### config.mk
export PLATFORM = sky130hd
export DESIGN_NAME = unum4_pack_stream_flat
export DESIGN_NICKNAME = d
export VERILOG_FILES = /design/src/rtl/unum4_pack_stream_if.sv /design/src/rtl/unum4_pack_stream.sv /design/src/flat_wrapper.sv
export SDC_FILE = /design/constraint.sdc
export NUM_CORES = 1
export LEC_CHECK = 0
export BUFFER_PORTS_ARGS = -buffer_cell sky130_fd_sc_hd__buf_2
export CAP_MARGIN = 20
export CORE_AREA = 2 2 199 143
export DETAILED_ROUTE_END_ITERATION = 6
export DIE_AREA = 0 0 201 145
export PLACE_DENSITY = 0.78
export SKIP_CTS_REPAIR_TIMING = 1
export SLEW_MARGIN = 40
export SYNTH_ARGS = -nofsm -noshare
export SYNTH_HDL_FRONTEND = slang
export SYNTH_SLANG_ARGS = --single-unit
### constraint.sdc
create_clock -name clk -period 22.6 [get_ports clk]
set_input_delay 1.13 -clock clk [delete_from_list [all_inputs] [get_ports clk]]
set_output_delay 1.13 -clock clk [all_outputs]
set_load 0.01 [all_outputs]
### src/rtl/unum4_pack_stream_if.sv
// Stream bundle for the unum4 pack unit: unpacked beats in, packed words out.
interface unum4_pack_stream_if #(
  parameter int DATA_W    = 32,
  parameter int EXP_MAX_W = 16,
  parameter int MAN_MAX_W = 29,
  parameter int EXTRA     = 3,
  parameter int TAG_W     = 4
) ();
  logic                         in_valid;
  logic                         in_ready;
  logic [EXP_MAX_W-1:0]         in_exp;
  logic [MAN_MAX_W+EXTRA-1:0]   in_mant;
  logic [1:0]                   in_rmode;
  logic [TAG_W-1:0]             in_tag;
  logic                         out_valid;
  logic                         out_ready;
  logic [DATA_W-1:0]            out_data;
  logic [TAG_W-1:0]             out_tag;
  logic                         out_overflow;
  logic                         out_underflow;
  logic                         out_inexact;

  // Producer of unpacked beats and consumer of packed words
  modport master (
    output in_valid, in_exp, in_mant, in_rmode, in_tag, out_ready,
    input  in_ready, out_valid, out_data, out_tag,
           out_overflow, out_underflow, out_inexact
  );

  // The pack unit itself
  modport slave (
    input  in_valid, in_exp, in_mant, in_rmode, in_tag, out_ready,
    output in_ready, out_valid, out_data, out_tag,
           out_overflow, out_underflow, out_inexact
  );
endinterface

### src/rtl/unum4_pack_stream.sv
// Streaming unum4 pack unit: rounds an (exponent, two's-complement mantissa)
// pair to the precision its exponent leaves free, renormalises, then packs
// {exp bits, mantissa field, exponent size}. Saturates on overflow, flushes
// on underflow. Three lock-step pipeline stages with a global stall.
module unum4_pack_stream #(
  parameter int DATA_W    = 32,
  parameter int EXP_SZ_W  = 4,
  parameter int EXP_MAX_W = 16,
  parameter int MAN_MAX_W = 29,
  parameter int EXTRA     = 3,
  parameter int TAG_W     = 4
) (
  input  logic               clk,
  input  logic               rst,
  unum4_pack_stream_if.slave bus
);

  localparam int ES_MAX   = 2**EXP_SZ_W - 1;
  localparam int IN_W     = MAN_MAX_W + EXTRA;
  localparam int XW       = EXP_MAX_W + 1;
  localparam int ESW      = $clog2(XW + 1);
  localparam int SHW      = $clog2(DATA_W + 1);
  localparam int SAT_MF_W = DATA_W - EXP_SZ_W - ES_MAX;

  typedef struct packed {
    logic             valid;
    logic             zero;
    logic [1:0]       rmode;
    logic [TAG_W-1:0] tag;
    logic [ESW-1:0]   es;
    logic [EXP_MAX_W-1:0] exp;
    logic [IN_W-1:0]  mant;
  } s1_t;

  typedef struct packed {
    logic             valid;
    logic             zero;
    logic             inexact;
    logic [TAG_W-1:0] tag;
    logic [ESW-1:0]   es;
    logic [XW-1:0]    exp;
    logic [IN_W-1:0]  mant;
  } s2_t;

  typedef struct packed {
    logic              valid;
    logic [DATA_W-1:0] data;
    logic [TAG_W-1:0]  tag;
    logic              overflow;
    logic              underflow;
    logic              inexact;
  } s3_t;

  s1_t s1_q, s1_d;
  s2_t s2_q, s2_d;
  s3_t s3_q, s3_d;

  logic en;

  logic [ESW:0]    rnd_sh;
  logic [IN_W-1:0] low_mask;
  logic [IN_W-1:0] trunc;
  logic [IN_W:0]   sum;
  logic            lsb, g, st, inc;
  logic            pos_carry, neg_renorm;
  logic [XW-1:0]   exp_x, exp_r;
  logic [IN_W-1:0] mant_r;

  logic [SHW-1:0]    pk_sh;
  logic [ESW:0]      mf_sh;
  logic [IN_W-2:0]   mf;
  logic [DATA_W-1:0] packed_word;

  // Width of the smallest two's-complement field holding e (zero needs none).
  function automatic logic [ESW-1:0] es_of(input logic [XW-1:0] e);
    logic [XW-1:0]  mag;
    logic [ESW-1:0] w;
    mag = e[XW-1] ? ~e : e;
    w   = '0;
    if (e != '0) begin
      w = ESW'(1);
      for (int i = 0; i < XW-1; i++) begin
        if (mag[i]) w = ESW'(i + 2);
      end
    end
    return w;
  endfunction

  assign en           = ~s3_q.valid | bus.out_ready;
  assign bus.in_ready = en;

  // Stage 1: capture the beat, size its exponent and flag a zero mantissa
  always_comb begin
    s1_d = s1_q;
    if (en) begin
      s1_d.valid = bus.in_valid;
      s1_d.zero  = (bus.in_mant == '0);
      s1_d.rmode = bus.in_rmode;
      s1_d.tag   = bus.in_tag;
      s1_d.es    = es_of({bus.in_exp[EXP_MAX_W-1], bus.in_exp});
      s1_d.exp   = bus.in_exp;
      s1_d.mant  = bus.in_mant;
    end
  end

  // Stage 2: round at the first bit the exponent field displaces, then renormalise
  always_comb begin
    rnd_sh   = (ESW+1)'(EXTRA) + (ESW+1)'(s1_q.es);
    low_mask = (IN_W'(1) << rnd_sh) - IN_W'(1);
    lsb      = |(s1_q.mant & (low_mask + IN_W'(1)));
    g        = |(s1_q.mant & (low_mask & ~(low_mask >> 1)));
    st       = |(s1_q.mant & (low_mask >> 1));
    case (s1_q.rmode)
      2'd0:    inc = g & (st | lsb);
      2'd1:    inc = (g | st) & s1_q.mant[IN_W-1];
      2'd2:    inc = g | st;
      default: inc = 1'b0;
    endcase
    trunc      = s1_q.mant & ~low_mask;
    sum        = {trunc[IN_W-1], trunc} + ((IN_W+1)'(inc) << rnd_sh);
    pos_carry  = ~sum[IN_W] & sum[IN_W-1];
    neg_renorm = sum[IN_W] & sum[IN_W-1] & sum[IN_W-2];
    exp_x      = {s1_q.exp[EXP_MAX_W-1], s1_q.exp};
    exp_r      = exp_x;
    mant_r     = sum[IN_W-1:0];
    if (pos_carry) begin
      mant_r = IN_W'(1) << (IN_W - 2);
      exp_r  = exp_x + XW'(1);
    end else if (neg_renorm) begin
      mant_r = {sum[IN_W-2:0], 1'b0};
      exp_r  = exp_x - XW'(1);
    end
    s2_d = s2_q;
    if (en) begin
      s2_d.valid   = s1_q.valid;
      s2_d.zero    = s1_q.zero;
      s2_d.inexact = g | st;
      s2_d.tag     = s1_q.tag;
      s2_d.es      = es_of(exp_r);
      s2_d.exp     = exp_r;
      s2_d.mant    = mant_r;
    end
  end

  // Stage 3: range checks, then pack or substitute the saturated/flushed word
  always_comb begin
    pk_sh       = SHW'(DATA_W) - SHW'(s2_q.es);
    mf_sh       = (ESW+1)'(EXTRA) + (ESW+1)'(s2_q.es);
    mf          = s2_q.mant[IN_W-2:0] >> mf_sh;
    packed_word = (DATA_W'(s2_q.exp) << pk_sh)
                | (DATA_W'(mf) << EXP_SZ_W)
                | DATA_W'(s2_q.es[EXP_SZ_W-1:0]);
    s3_d = s3_q;
    if (en) begin
      s3_d.valid     = s2_q.valid;
      s3_d.tag       = s2_q.tag;
      s3_d.data      = packed_word;
      s3_d.overflow  = 1'b0;
      s3_d.underflow = 1'b0;
      s3_d.inexact   = s2_q.inexact;
      if (s2_q.zero) begin
        s3_d.data    = '0;
        s3_d.inexact = 1'b0;
      end else if (s2_q.es > ESW'(ES_MAX)) begin
        s3_d.inexact = 1'b1;
        if (!s2_q.exp[XW-1]) begin
          s3_d.overflow = 1'b1;
          s3_d.data     = {1'b0, {(ES_MAX-1){1'b1}},
                           {SAT_MF_W{~s2_q.mant[IN_W-1]}}, EXP_SZ_W'(ES_MAX)};
        end else begin
          s3_d.underflow = 1'b1;
          s3_d.data      = '0;
        end
      end
    end
  end

  // Pipeline registers; reset drops every in-flight beat
  always_ff @(posedge clk) begin
    if (rst) begin
      s1_q <= '0;
      s2_q <= '0;
      s3_q <= '0;
    end else begin
      s1_q <= s1_d;
      s2_q <= s2_d;
      s3_q <= s3_d;
    end
  end

  assign bus.out_valid     = s3_q.valid;
  assign bus.out_data      = s3_q.data;
  assign bus.out_tag       = s3_q.tag;
  assign bus.out_overflow  = s3_q.overflow;
  assign bus.out_underflow = s3_q.underflow;
  assign bus.out_inexact   = s3_q.inexact;

endmodule

### src/flat_wrapper.sv
// flat-port wrapper written by rule: the top's interface ports become plain ports
module unum4_pack_stream_flat 
#(
  parameter int DATA_W    = 32,
  parameter int EXP_SZ_W  = 4,
  parameter int EXP_MAX_W = 16,
  parameter int MAN_MAX_W = 29,
  parameter int EXTRA     = 3,
  parameter int TAG_W     = 4
)
  (clk, rst, bus_in_valid, bus_in_exp, bus_in_mant, bus_in_rmode, bus_in_tag, bus_out_ready, bus_in_ready, bus_out_valid, bus_out_data, bus_out_tag, bus_out_overflow, bus_out_underflow, bus_out_inexact);
  unum4_pack_stream_if #(.DATA_W(DATA_W), .EXP_MAX_W(EXP_MAX_W), .MAN_MAX_W(MAN_MAX_W), .EXTRA(EXTRA), .TAG_W(TAG_W)) bus_i ();
  input  logic clk;
  input  logic rst;
  input wire logic [$bits(bus_i.in_valid)-1:0] bus_in_valid;
  input wire logic [$bits(bus_i.in_exp)-1:0] bus_in_exp;
  input wire logic [$bits(bus_i.in_mant)-1:0] bus_in_mant;
  input wire logic [$bits(bus_i.in_rmode)-1:0] bus_in_rmode;
  input wire logic [$bits(bus_i.in_tag)-1:0] bus_in_tag;
  input wire logic [$bits(bus_i.out_ready)-1:0] bus_out_ready;
  output wire logic [$bits(bus_i.in_ready)-1:0] bus_in_ready;
  output wire logic [$bits(bus_i.out_valid)-1:0] bus_out_valid;
  output wire logic [$bits(bus_i.out_data)-1:0] bus_out_data;
  output wire logic [$bits(bus_i.out_tag)-1:0] bus_out_tag;
  output wire logic [$bits(bus_i.out_overflow)-1:0] bus_out_overflow;
  output wire logic [$bits(bus_i.out_underflow)-1:0] bus_out_underflow;
  output wire logic [$bits(bus_i.out_inexact)-1:0] bus_out_inexact;
  assign bus_i.in_valid = bus_in_valid;
  assign bus_i.in_exp = bus_in_exp;
  assign bus_i.in_mant = bus_in_mant;
  assign bus_i.in_rmode = bus_in_rmode;
  assign bus_i.in_tag = bus_in_tag;
  assign bus_i.out_ready = bus_out_ready;
  assign bus_in_ready = bus_i.in_ready;
  assign bus_out_valid = bus_i.out_valid;
  assign bus_out_data = bus_i.out_data;
  assign bus_out_tag = bus_i.out_tag;
  assign bus_out_overflow = bus_i.out_overflow;
  assign bus_out_underflow = bus_i.out_underflow;
  assign bus_out_inexact = bus_i.out_inexact;
  unum4_pack_stream #(.DATA_W(DATA_W), .EXP_SZ_W(EXP_SZ_W), .EXP_MAX_W(EXP_MAX_W), .MAN_MAX_W(MAN_MAX_W), .EXTRA(EXTRA), .TAG_W(TAG_W)) u_core (.clk(clk), .rst(rst), .bus(bus_i));
endmodule
==> metrics <==
post-DP HPWL=46.2 mm; Skew-Pair Late Insertion Delay=0.45 ns; row cnt=51; failing checks=design-rule violations; CP Max Fanout=35; R2R depth=36; power density cells=67.3 nW/um^2; Die Area=29100 um^2; Syn. warnings=0; Die Y=145 um; Die Width=201 um; Routed Wire Length=60.2 mm; CP Launch Type=register; f_max=81.7 MHz; # H-tree levels=4; Critical Path AT=12.54 ns; area grow syn2layout=7.27%; final worst slack=10.36 ns; Hold EP=u_core.bus.out_tag[2]; Post-Syn Instances=2247; IO Pins=99; first-pass GRT wire length=92.8 mm; Top FF cell, synth=dfxtp_1; crit end category=register; Port-buffer cells=98; Clock Sink Count=159; number of synthesized flops with an enable pin=0; LEAKAGE=0.00682 uW; CP required=22.90 ns; routed via count=18000; Setup-failing EPs final=0; starting density of the core=0.591; synthesized area per cell=7.17 um^2; DRT Pass-1 Iters=7; vias in the first global route=16000; Clock Path Buffers=2; remaining antenna violation count=0; Final Max Slew Viols=0; Iter 0 DRT Violations=2416; Wirelength per Cell=22.9 um; Synth Area in Compound Gates=0.300; asr flop ratio synth=0; pre-CTS WS=10.84 ns; TNS Setup=0 ns; pin count of the biggest net entering global routing=164; post-synthesis xor/xnor area fraction=0.0451; final hold vios=0; depth of the worst hold-timing path=2; MaxCap Viol Count=0; clock skew=0.0140 ns; Root Driver=clkbuf_16; CTS tree=yes; Final Cycle Share=0.541; multiplexer share of the synthesized area=0.0742; Worst Max-Slew Pin Slew=0.908 ns; slowest stage delay, CP=0.84 ns; post-synthesis sequential area ratio=0.198; share of cells above drive strength 1=0.136; worst setup path class=register to register; RePlAce Congestion=1.09; largest family of logic cells by synthesized area=compound AO/OA/AOI/OAI gates; hold crit path type=register to register; most numerous cell in the Yosys netlist=nand2_1; RSZ-0062 raised after global routing=false; CTS buffer count=17; Tmin final=12.24 ns; HP Start=u_core.bus.out_tag[2]; Worst slew margin=0.393; largest cells by area after synthesis=dfxtp_1 (20%), nand2_1 (8.3%), a21oi_1 (7.5%); Post-Synth Adder-Cell Area=0.0342; Netlist Area Pre-Place=16100 um^2; outcome=finished with violations; cell taking the most area after synthesis=dfxtp_1; initial antenna violation count=2; Synth top cells by count=nand2_1 (357), a21oi_1 (240), nor2_1 (216); post-synth cell types=128; grt ovf=0; syn nets=2349; DR DRC count=5; Peak VDD IR=53.1 uV; post-DR vias/cell=6.84; area share of the leading cell type in the synthesized netlist=0.198; Synth Register Bits=159; R2R Setup Slk=10.36 ns; FF-to-FF Start=u_core.s1_q[49]; post-layout util=0.634; slowest CP cell=dfxtp_1; Nets=2345; CTS clock-pin slew for the worst setup and hold paths=0.07 ns; worst flop-to-flop path endpoint=u_core.s2_q[52]; n_diodes=0; Post-Synth Simple-Gate Area=0.294; All-Layer GR Usage=0.402; Core ar.=27200 um^2
==> critical path: cells and delay by family (launching register included) <==
kind	cells	cell delay, ns
AOI/OAI and AO/OA	12	3.79
xor gates and xnor gates	1	0.19
adders and majority gates	3	1.10
buffers and inverters	2	0.49
DFF	1	0.84
muxes	1	0.31
and+or+nand+nor	17	5.36
==> worst max-delay path by stage <==
stage	cells past startpoint	slack [ns]	startpoint	end
after floorplan	42	13.06	u_core.s1_q[48]	u_core.s2_q[50]
after global placement	43	11.07	u_core.s1_q[48]	u_core.s2_q[51]
after detailed placement	36	10.84	u_core.s1_q[48]	u_core.s2_q[52]
after CTS	36	10.81	u_core.s1_q[48]	u_core.s2_q[52]
after global routing	43	9.89	u_core.s1_q[49]	u_core.s2_q[52]
final	36	10.36	u_core.s1_q[49]	u_core.s2_q[52]
==> cell type report <==
class	instances	area (um^2)
Multi-Input combinational cell	1875	12100
Fill cell	2517	9960
Sequential cell	159	3190
Timing Repair Buffer	127	723
Tap cell	371	464
Clock buffer	18	429
Inverter	63	238
Clock inverter	14	171
==> flip-flops by register name, summed over array words and instances, names as in the netlist <==
register	cells
u_core.bus.out_valid	1
u_core.bus.out_tag	4
u_core.exp_x	16
u_core.bus.out_underflow	1
u_core.bus.out_overflow	1
u_core.bus.out_data	32
u_core.s2_q	58
u_core.bus.out_inexact	1
u_core.s1_q	45
==> metal layers <==
metal | GRT usage | part of all wire
met2 | 0.517 | 0.37
met4 | 0.0867 | 0.018
met3 | 0.185 | 0.17
met5 | 0 | 0.00018
met1 | 0.596 | 0.44
==> power by group <==
group / leakage (uW) / total (uW) / switching, uW / internal [uW]
Clock: 0.000286 / 297 / 139 / 158
Sequential: 0.00131 / 331 / 27.4 / 304
Combinational: 0.00522 / 534 / 351 / 183
Total: 0.00682 / 1160 / 518 / 645
==> placed cells by master (no fill, tap or decap), types with 21 or more instances in the layout <==
| cell | netlist | layout |
|---|---|---|
| a211oi_1 | 26 | 26 |
| a21oi_1 | 240 | 240 |
| a22oi_1 | 44 | 44 |
| and2_1 | 43 | 43 |
| and3_1 | 30 | 30 |
| buf_2 | 16 | 97 |
| buf_4 | 5 | 29 |
| dfxtp_1 | 159 | 157 |
| ha_1 | 44 | 43 |
| inv_1 | 60 | 60 |
| mux2i_1 | 52 | 52 |
| mux4_2 | 21 | 21 |
| nand2_1 | 357 | 357 |
| nand3_1 | 47 | 47 |
| nand4_1 | 25 | 25 |
| nor2_1 | 216 | 216 |
| nor3_1 | 58 | 58 |
| nor4_1 | 23 | 23 |
| o21ai_0 | 103 | 103 |
| or3_1 | 23 | 23 |
| xnor2_1 | 45 | 44 |
| xor2_1 | 25 | 25 |
==> logic make-up after synthesis <==
kind of cell,count (synthesis)
and+or+nand+nor,954
AOI/OAI and AO/OA,709
buffers and inverters,213
DFF,159
muxes,91
xor gates and xnor gates,77
adders and majority gates,44
==> stage by stage <==
step	power, uW	std cells	hold slack [ns]	cell area, um^2
floorplan	693	2247	0.431	16100
global placement	834	2595	0.437	16700
detailed placement	837	2595	0.440	16700
CTS	1130	2627	0.451	17300
global route	1210	2627	0.470	17300
finish	1160	2627	0.449	17300
No activity file was read; power rests on OpenSTA's default activity.
